## src/rtl/turf_udp_pkg.sv

```systemverilog
// rtl/turf_udp_pkg.sv - shared state encoding, header layout and constants for the UDP port demux
package turf_udp_pkg;

  typedef enum logic [1:0] {
    ST_IDLE = 2'd0,
    ST_HDR  = 2'd1,
    ST_DATA = 2'd2,
    ST_DROP = 2'd3
  } state_t;

  // UDP header word layout: {src ip, src port, length}
  localparam int HDR_WIDTH = 64;
  localparam int IP_OFF    = 32;
  localparam int SPORT_OFF = 16;
  localparam int LEN_OFF   = 0;

  // Channel i listens on DEFAULT_PORT_LIST[16*i +: 16]
  localparam int                DEFAULT_NUM_PORTS = 4;
  localparam logic [4*16-1:0]   DEFAULT_PORT_LIST = {16'd21624, 16'd21622, 16'd21620, 16'd21618};

  localparam logic [31:0] COUNT_MAX = 32'hFFFF_FFFF;

  // Counters stick at all-ones instead of wrapping
  function automatic logic [31:0] sat_inc(input logic [31:0] value);
    return (value == COUNT_MAX) ? value : value + 32'd1;
  endfunction

endpackage

```

## src/rtl/udp_port_match.sv

```systemverilog
// rtl/udp_port_match.sv - parallel destination-port lookup with lowest-index priority
module udp_port_match
  import turf_udp_pkg::*;
#(
  parameter int                       NUM_PORTS = DEFAULT_NUM_PORTS,
  parameter logic [NUM_PORTS*16-1:0]  PORT_LIST = DEFAULT_PORT_LIST,
  localparam int                      SEL_W     = (NUM_PORTS > 1) ? $clog2(NUM_PORTS) : 1
) (
  input  logic [15:0]      port,
  output logic             hit,
  output logic [SEL_W-1:0] idx
);

  // Scan from the top so the lowest matching entry is the one left standing
  always_comb begin
    hit = 1'b0;
    idx = '0;
    for (int i = NUM_PORTS - 1; i >= 0; i--) begin
      if (port == PORT_LIST[16*i +: 16]) begin
        hit = 1'b1;
        idx = SEL_W'(i);
      end
    end
  end

endmodule

```

## src/rtl/turf_udp_port_demux.sv

```systemverilog
// rtl/turf_udp_port_demux.sv - UDP rx port demux to NUM_PORTS channels; UDP_PORT_DEMUX_STATS_EN adds frame counters and stats_clear
module turf_udp_port_demux
  import turf_udp_pkg::*;
#(
  parameter int                       NUM_PORTS  = DEFAULT_NUM_PORTS,
  parameter logic [NUM_PORTS*16-1:0]  PORT_LIST  = DEFAULT_PORT_LIST,
  parameter int                       DATA_WIDTH = 64
) (
  input  logic                                clk,
  input  logic                                rst,
  input  logic [63:0]                         s_udphdr_tdata,
  input  logic [15:0]                         s_udphdr_tdest,
  input  logic                                s_udphdr_tvalid,
  output logic                                s_udphdr_tready,
  input  logic [DATA_WIDTH-1:0]               s_udpdata_tdata,
  input  logic [DATA_WIDTH/8-1:0]             s_udpdata_tkeep,
  input  logic                                s_udpdata_tlast,
  input  logic                                s_udpdata_tvalid,
  output logic                                s_udpdata_tready,
  output logic [NUM_PORTS*64-1:0]             m_udphdr_tdata,
  output logic [NUM_PORTS-1:0]                m_udphdr_tvalid,
  input  logic [NUM_PORTS-1:0]                m_udphdr_tready,
  output logic [NUM_PORTS*DATA_WIDTH-1:0]     m_udpdata_tdata,
  output logic [NUM_PORTS*(DATA_WIDTH/8)-1:0] m_udpdata_tkeep,
  output logic [NUM_PORTS-1:0]                m_udpdata_tlast,
  output logic [NUM_PORTS-1:0]                m_udpdata_tvalid,
  input  logic [NUM_PORTS-1:0]                m_udpdata_tready,
`ifdef UDP_PORT_DEMUX_STATS_EN
  input  logic                                stats_clear,
  output logic [NUM_PORTS*32-1:0]             frame_count,
`endif
  output logic [31:0]                         drop_count
);

  localparam int SEL_W = (NUM_PORTS > 1) ? $clog2(NUM_PORTS) : 1;

  state_t            state;
  state_t            state_next;
  logic [63:0]       hdr_reg;
  logic [SEL_W-1:0]  sel;
  logic              match_hit;
  logic [SEL_W-1:0]  match_idx;
  logic              hdr_fire;
  logic              drop_done;

  udp_port_match #(
    .NUM_PORTS (NUM_PORTS),
    .PORT_LIST (PORT_LIST)
  ) u_match (
    .port (s_udphdr_tdest),
    .hit  (match_hit),
    .idx  (match_idx)
  );

  assign hdr_fire  = s_udphdr_tvalid && s_udphdr_tready;
  assign drop_done = (state == ST_DROP) && s_udpdata_tvalid && s_udpdata_tlast;

  // Data is broadcast; only the valid of the selected channel qualifies it
  assign m_udphdr_tdata  = {NUM_PORTS{hdr_reg}};
  assign m_udpdata_tdata = {NUM_PORTS{s_udpdata_tdata}};
  assign m_udpdata_tkeep = {NUM_PORTS{s_udpdata_tkeep}};
  assign m_udpdata_tlast = {NUM_PORTS{s_udpdata_tlast}};

  // Next state and handshake steering; everything is held off while in reset
  always_comb begin
    state_next       = state;
    s_udphdr_tready  = 1'b0;
    s_udpdata_tready = 1'b0;
    m_udphdr_tvalid  = '0;
    m_udpdata_tvalid = '0;
    if (!rst) begin
      case (state)
        ST_IDLE: begin
          s_udphdr_tready = 1'b1;
          if (s_udphdr_tvalid) begin
            state_next = match_hit ? ST_HDR : ST_DROP;
          end
        end
        ST_HDR: begin
          m_udphdr_tvalid[sel] = 1'b1;
          if (m_udphdr_tready[sel]) begin
            state_next = ST_DATA;
          end
        end
        ST_DATA: begin
          m_udpdata_tvalid[sel] = s_udpdata_tvalid;
          s_udpdata_tready      = m_udpdata_tready[sel];
          if (s_udpdata_tvalid && m_udpdata_tready[sel] && s_udpdata_tlast) begin
            state_next = ST_IDLE;
          end
        end
        ST_DROP: begin
          s_udpdata_tready = 1'b1;
          if (s_udpdata_tvalid && s_udpdata_tlast) begin
            state_next = ST_IDLE;
          end
        end
        default: state_next = ST_IDLE;
      endcase
    end
  end

  // State register plus header/channel capture on header acceptance
  always_ff @(posedge clk) begin
    if (rst) begin
      state   <= ST_IDLE;
      hdr_reg <= '0;
      sel     <= '0;
    end else begin
      state <= state_next;
      if (hdr_fire) begin
        hdr_reg <= s_udphdr_tdata;
        sel     <= match_idx;
      end
    end
  end

  // Saturating count of frames drained for lack of a matching port
  always_ff @(posedge clk) begin
    if (rst) begin
      drop_count <= '0;
`ifdef UDP_PORT_DEMUX_STATS_EN
    end else if (stats_clear) begin
      drop_count <= '0;
`endif
    end else if (drop_done) begin
      drop_count <= sat_inc(drop_count);
    end
  end

`ifdef UDP_PORT_DEMUX_STATS_EN
  logic frame_done;

  assign frame_done = (state == ST_DATA) && s_udpdata_tvalid && s_udpdata_tready && s_udpdata_tlast;

  // Per-channel saturating count of delivered frames; clear beats a same-cycle increment
  always_ff @(posedge clk) begin
    if (rst || stats_clear) begin
      frame_count <= '0;
    end else begin
      for (int i = 0; i < NUM_PORTS; i++) begin
        if (frame_done && (sel == SEL_W'(i))) begin
          frame_count[32*i +: 32] <= sat_inc(frame_count[32*i +: 32]);
        end
      end
    end
  end
`endif

endmodule
```

## config.mk

```make
export PLATFORM = sky130hd
export DESIGN_NAME = turf_udp_port_demux
export DESIGN_NICKNAME = d
export VERILOG_FILES = /design/src/rtl/turf_udp_pkg.sv /design/src/rtl/udp_port_match.sv /design/src/rtl/turf_udp_port_demux.sv
export SDC_FILE = /design/constraint.sdc
export NUM_CORES = 1
export LEC_CHECK = 0
export CAP_MARGIN = 20
export CORE_AREA = 2 2 294 296
export DETAILED_ROUTE_END_ITERATION = 7
export DIE_AREA = 0 0 296 298
export GPL_ROUTABILITY_DRIVEN = 0
export PLACE_DENSITY = 0.39
export SYNTH_ARGS = -nofsm -noshare
export SYNTH_HDL_FRONTEND = slang
export SYNTH_HIERARCHICAL = 1
export SYNTH_SLANG_ARGS = --single-unit
```

## constraint.sdc

```tcl
create_clock -name clk -period 2.7 [get_ports clk]
set_input_delay 0.54 -clock clk [delete_from_list [all_inputs] [get_ports clk]]
set_output_delay 0.54 -clock clk [all_outputs]
set_load 0.05 [all_outputs]
```

==> run summary, run 1 <==
Status - finished, final reports clean
Final hold violations - 0
Row Count - 107
Total GRT Usage - 6.50%
CTS sink cnt - 100
Starting DRT DRC Count - 170
Placed cells - 2055
Tmin final - 2.56 ns
Buffers added on ports - 394
R2R depth - 6
DIE AREA - 88200 um2
Critical path depth - 6
Bufs and invs on worst path - 3
H-tree Lvls - 3
Worst slew margin - 59.9%
Worst path slowest cell - mux4_2
PwrDens - 515 nW/um2
Share of cells above drive strength 1 - 9.28%
LEAKAGE - 3.20 nW
Post-synth EDFFs - 0
Final Slew Violations - 0
Sequential share of the synthesized area - 24.9%
CP top delay family - buffers and inverters
Design Area, Final - 10300 um2
Number of fill cells in the layout - 9791
Root Driver - clkbuf_16
Starting Density - 9.47%
Worst r2r src - drop_count[3]
Post-DR vias/cell - 2.72
Antenna Cells - 0
Die height - 298 um
First-pass iteration count of the detailed router - 5
Worst Setup End Kind - output port
Post-synthesis instance total - 1009
Total CTS buffers - 9
Maxcap violations - 0
DRT Wirelength - 30.2 mm
Peak supply drop - 0.308 mV
Max FO, Critical Path - 2
IO Pins - 755
Reg clk slew, reported paths - 0.07 ns
Hold Crit Start - rst
CP arrival - 2.02 ns
Fmax achieved - 391 MHz
Max Root-Sink Buffers - 2
Crit-path most repeated cell - buf_4
First-pass GRT wire length - 40.6 mm
Largest net degree at the start of global routing - 63
Crit Path Class - primary input to output port
Layout overhead on the synthesized area - 28.7%
Class of the worst hold path - primary input to flip-flop
Hold Crit Depth - 2
Setup Fix Bufs, Post-CTS - 0
Clk Latency, worst-skew pair - 0.40 ns
Endpoints failing setup - 0
Final worst-path cycle share - 94.6%
Worst Max-Slew Pin Slew - 0.599 ns
Critical path startpoint category - primary input
Post-DRT Antenna Nets - 0
Die width - 296 um
Skew final - 0.0153 ns
Global route overflow - 0
Asr flop ratio synth - 0%
Core Region - 84900 um2
Synth unique cells - 53
Post-DP HPWL - 25.0 mm
Setup TNS - 0 ns
Ys flop type - dfxtp_1
Initial antenna violation count - 5
Residual DRC - 0
CTS tree - built
Crit-path cells - clkdlybuf4s50_1, mux4_2, o21ai_0, buf_4, nor2_1, buf_4
NumNets Final - 1088
Avg Cell Area, Syn - 7.96 um2
Crit path required time - 2.16 ns
Synth warn - 6
Total placed instance area - 10000 um2
Crit. Startpoint - m_udpdata_tready[3]
RSZ-0062 raised after global routing - false
Hold buffers post-CTS - 0
Vias - 5631
Post-route insts no fill - 2071
Max stage delay on crit path - 0.51 ns
Post-Syn Area - 8040 um2
Max reg flops - 64
Net count after synthesis - 1175
Final core utilization - 12.2%
PostCTS Resize Cnt - 0
Vias in the first global route - 5301
Wire per inst - 14.6 um
FF+latch count, synth - 100
area by class of cell:
class	instances	area (um2)	area share [%]
Tap cell	1144	1430	13.8
Clock buffer	9	225	2.18
Multi-Input combinational cell	387	2270	22.0
Sequential cell	100	2000	19.4
Clock inverter	7	105	1.02
Timing Repair Buffer	421	4300	41.5
Inverter	3	11.3	0.109
report_power, final:
| part | switching, mW | leakage [nW] | internal, mW |
|---|---|---|---|
| registers | 0.136 | 0.816 | 1.56 |
| logic | 1.37 | 2.22 | 0.695 |
| clock network | 0.734 | 0.159 | 0.830 |
cells in the final DEF, fill, tap and decap left out, types with 5 or more instances in the layout:
cell	count
clkdlybuf4s50_1	379
dfxtp_1	100
nand2_1	80
o21ai_0	78
nand2b_1	66
nor2_1	28
buf_4	27
a21oi_1	20
buf_12	15
nand3_1	10
or3_1	10
clkbuf_16	9
nor3_1	6
nand4_1	6
nor4_1	5
xnor2_1	5
o31ai_1	5
metrics by stage:
step | hold WS, ns | setup slack (ns) | total power [mW]
after detailed placement | 0.502 | -0.0643 | 3.82
after floorplan | 0.563 | -0.160 | 4.41
after global routing | 0.473 | 0.0414 | 5.59
after global placement | 0.500 | -0.0240 | 3.81
after CTS | 0.446 | 0.106 | 5.48
final | 0.476 | 0.145 | 5.32
per-layer routing:
metal  track usage, %  vias up  share of wire, %
met5                0        -                 0
met4             3.07        0               4.0
met3             2.94       87                11
met2             11.4      418                49
met1             6.48     2514                35
li1                 -     2612                 -
cells by family after synthesis:
| group | count (synthesis) | synth area share [%] |
|---|---|---|
| AO/OA/AOI/OAI | 113 | 7.71 |
| adder cells (fa/ha/maj) | 1 | 0.156 |
| buffers and inverters | 522 | 47.2 |
| multiplexers | 8 | 1.43 |
| AND/OR/NAND/NOR | 256 | 17.6 |
| flip-flops | 100 | 24.9 |
| XOR/XNOR | 9 | 0.981 |
worst paths after layout:
kind | end | slack [ns]
worst max-delay path | s_udpdata_tready | 0.14
worst min-delay path | state[0] | 0.48
worst max register to register | drop_count[1] | 0.21
worst min register to register | drop_count[11] | 0.51
worst reg2reg max path, delay by kind of cell, from the launching register on:
family,cells,cell delay (ns)
multiplexers,1,0.18
AND/OR/NAND/NOR,3,0.92
AO/OA/AOI/OAI,1,0.57
buffers and inverters,1,0.24
flip-flops,1,0.45
synth_stat cells (all sizes together), types with 3 or more instances:
cell	count	share of area, %
nor3	10	0.83
xor2	4	0.44
o31ai	6	0.73
nor2	29	1.4
nor2b	4	0.31
or4	7	0.73
nor3b	5	0.47
dfxtp	100	25
nand2	80	3.7
clkbuf	30	1.4
xnor2	5	0.54
o21ai	81	5.0
mux2	5	0.75
nand3	10	0.62
nand4	10	1.2
buf	489	46
or3	13	1.1
a21oi	20	1.2
inv	3	0.14
nand2b	66	5.1
nor4	6	0.47
Note: power is estimated with default switching activity, not from simulation.
==> run 2, diff against run 1 <==
--- a/config.mk
+++ b/config.mk
@@ -6,11 +6,14 @@
 export NUM_CORES = 1
 export LEC_CHECK = 0
 export CAP_MARGIN = 20
-export CORE_AREA = 2 2 294 296
+export CELL_PAD_IN_SITES_DETAIL_PLACEMENT = 1
+export CELL_PAD_IN_SITES_GLOBAL_PLACEMENT = 1
+export CORE_AREA = 2 2 298 300
 export DETAILED_ROUTE_END_ITERATION = 7
-export DIE_AREA = 0 0 296 298
+export DIE_AREA = 0 0 300 302
 export GPL_ROUTABILITY_DRIVEN = 0
-export PLACE_DENSITY = 0.39
+export GPL_TIMING_DRIVEN = 0
+export PLACE_DENSITY = 0.5
 export SYNTH_ARGS = -nofsm -noshare
 export SYNTH_HDL_FRONTEND = slang
 export SYNTH_HIERARCHICAL = 1
==> run 2 against run 1 <==
Sequential cell count unchanged. Critical path depth unchanged. Sequential power about the same. Global-route usage increased by 1.9 points. Setup slack got worse by 0.043 ns. First-iteration DRC count increased by 32%. Cell count increased by 39%. Critical path type is now flip-flop to flip-flop. Largest power group unchanged.
==> run summary, run 2 (same netlist as run 1, synthesis figures left out) <==
Post-DRT Antenna Nets - 0 (unchanged)
Peak supply drop - 0.224 mV (-27%)
Vias in the first global route - 9074 (+71%)
First-pass iteration count of the detailed router - 4 (-1)
NumNets Final - 1866 (+72%)
FF/Latch Area - 2010 um2 (+0.25%)
PwrDens - 421 nW/um2 (-18%)
Root Driver - clkbuf_16
Starting Density - 9.18% (-0.29 points)
Worst slew margin - 52.6% (-7.3 points)
Worst reg-to-reg setup slack - 0.10 ns (-0.11 ns)
Reg clk slew, reported paths - 0.09 ns (+0.02 ns)
Most common cell after layout, fill and taps aside - clkdlybuf4s50_1
Starting DRT DRC Count - 225 (+32%)
Skew final - 0.0190 ns (+0.00366 ns)
Share of cells above drive strength 1 - 32.6% (+23 points)
Final hold violations - 0 (unchanged)
Total CTS buffers - 9 (unchanged)
Vias - 8648 (+54%)
CP arrival - 2.87 ns (+0.85 ns)
Wire per inst - 14.1 um (-3.1%)
Multi-input gate area - 2290 um2 (+0.72%)
Final core utilization - 19.0% (+6.8 points)
Total GRT Usage - 8.43% (+1.9 points)
Status - finished, final reports clean
DIE AREA - 90600 um2 (+2.7%)
Final worst-path cycle share - 96.2% (+1.6 points)
Design Area, Final - 16600 um2 (+61%)
Max reg flops - 64 (unchanged)
Post-DP HPWL - 35.1 mm (+40%)
IO Pins - 755 (unchanged)
Endpoints failing setup - 0 (unchanged)
Post-DR vias/cell - 3.01 (+11%)
CTS tree - built
LEAKAGE - 6.64 nW (+110%)
Worst Max-Slew Pin Slew - 0.711 ns (+0.112 ns)
Number of fill cells in the layout - 10400 (+5.9%)
Max FO, Critical Path - 10 (+8)
Core Region - 87600 um2 (+3.2%)
Fmax achieved - 385 MHz (-1.7%)
Final Slew Violations - 0 (unchanged)
Initial antenna violation count - 2 (-3)
Critical path startpoint category - flip-flop
Crit Path Class - flip-flop to flip-flop
Class of the worst hold path - flip-flop to flip-flop
First-pass GRT wire length - 57.4 mm (+41%)
Max Root-Sink Buffers - 2 (unchanged)
Tmin final - 2.60 ns (+0.0434 ns)
Row Count - 109 (+1.9%)
Residual DRC - 0 (unchanged)
Die width - 300 um (+1.4%)
Worst Setup End Kind - flip-flop
Most frequent cells in the layout - clkdlybuf4s50_1, buf_4, dfxtp_1
Buffers added on ports - 681 (+73%)
Largest net degree at the start of global routing - 18 (-71%)
Hold buffers post-CTS - 0 (unchanged)
Crit path required time - 2.97 ns (+0.81 ns)
Total placed instance area - 16300 um2 (+63%)
Global route overflow - 0 (unchanged)
Layout overhead on the synthesized area - 107%
DRT Wirelength - 40.5 mm (+34%)
CTS sink cnt - 100 (unchanged)
Maxcap violations - 0 (unchanged)
Clk Latency, worst-skew pair - 0.39 ns (about the same)
Die height - 302 um (+1.3%)
RSZ-0062 raised after global routing - true
H-tree Lvls - 3 (unchanged)
run 2: changes by cell type in the layout (fill, tap and decap cells not counted), moves of 4 or more:
cell,before,now
buf_12,15,0
buf_2,0,8
buf_4,27,489
clkbuf_1,0,18
clkbuf_2,0,7
clkdlybuf4s50_1,379,667
dlygate4sd2_1,0,4
run 2: stage by stage:
step | cells | TNS, ns | setup WS, ns | hold WS (ns) | power, mW
final | 2870 | 0 | 0.101 | 0.512 | 7.00
after global routing | 2869 | -0.0188 | -0.0101 | 0.542 | 7.30
after CTS | 2867 | 0 | 0.0296 | 0.515 | 7.16
after detailed placement | 2855 | -71.61 | -1.33 | 0.500 | 5.75
after global placement | 2855 | -64.79 | -1.29 | 0.497 | 5.72
after floorplan | 1009 | -0.332 | -0.160 | 0.563 | 4.41
run 2: worst max-delay path, cell delays in order (launching register included):
cell	delay [ns]
dfxtp_1	0.50
nand4_2	0.28
or4_1	0.53
buf_2	0.21
nor3_4	0.41
and4b_1	0.27
mux2_4	0.29
run 2: worst paths after layout:
kind,startpoint,end,cells past startpoint
worst max-delay path,drop_count[2],drop_count[8],6
worst min-delay path,drop_count[19],drop_count[19],2
worst max register to register,drop_count[2],drop_count[8],6
worst min register to register,drop_count[19],drop_count[19],2
run 2: report_power, final:
group | internal, mW | total (mW) | switching, mW
clock | 0.636 | 1.33 | 0.698
combinational | 1.56 | 3.98 | 2.42
sequential | 1.55 | 1.69 | 0.137
total | 3.75 | 7.00 | 3.26
run 2: cell type report:
class                   instances  share of cell area, %
multi-input cells             387                   13.8
clock inverters                 6                  0.293
clock buffers                   9                   1.35
inverters                       3                 0.0677
repair buffers                683                   40.9
flip-flops and latches        100                   12.1
diodes                          1                 0.0151
well taps                    1165                   8.77
plain buffers                 516                   22.8
run 2: routing by layer:
metal | track usage (%) | up-vias | share of wire [%]
met5 | 0 | - | 0.049
met2 | 16.3 | 447 | 53
met3 | 3.33 | 25 | 9.7
met4 | 2.32 | 2 | 1.5
met1 | 8.25 | 4019 | 35
li1 | - | 4155 | -
run 2: repair_timing:
action                                  in CTS  in global routing
setup buffers                                0                  2
pin swaps                                    0                  2
endpoints found under the setup margin      94                 17
hold endpoints to repair                     0                  0
resized for setup                           61                 13
==> run 3, diff against run 2 <==
--- a/config.mk
+++ b/config.mk
@@ -5,7 +5,6 @@
 export SDC_FILE = /design/constraint.sdc
 export NUM_CORES = 1
 export LEC_CHECK = 0
-export CAP_MARGIN = 20
 export CELL_PAD_IN_SITES_DETAIL_PLACEMENT = 1
 export CELL_PAD_IN_SITES_GLOBAL_PLACEMENT = 1
 export CORE_AREA = 2 2 298 300
==> results of run 3 <==
Same layout as run 2: the final DEF is identical, and so are final timing and power.
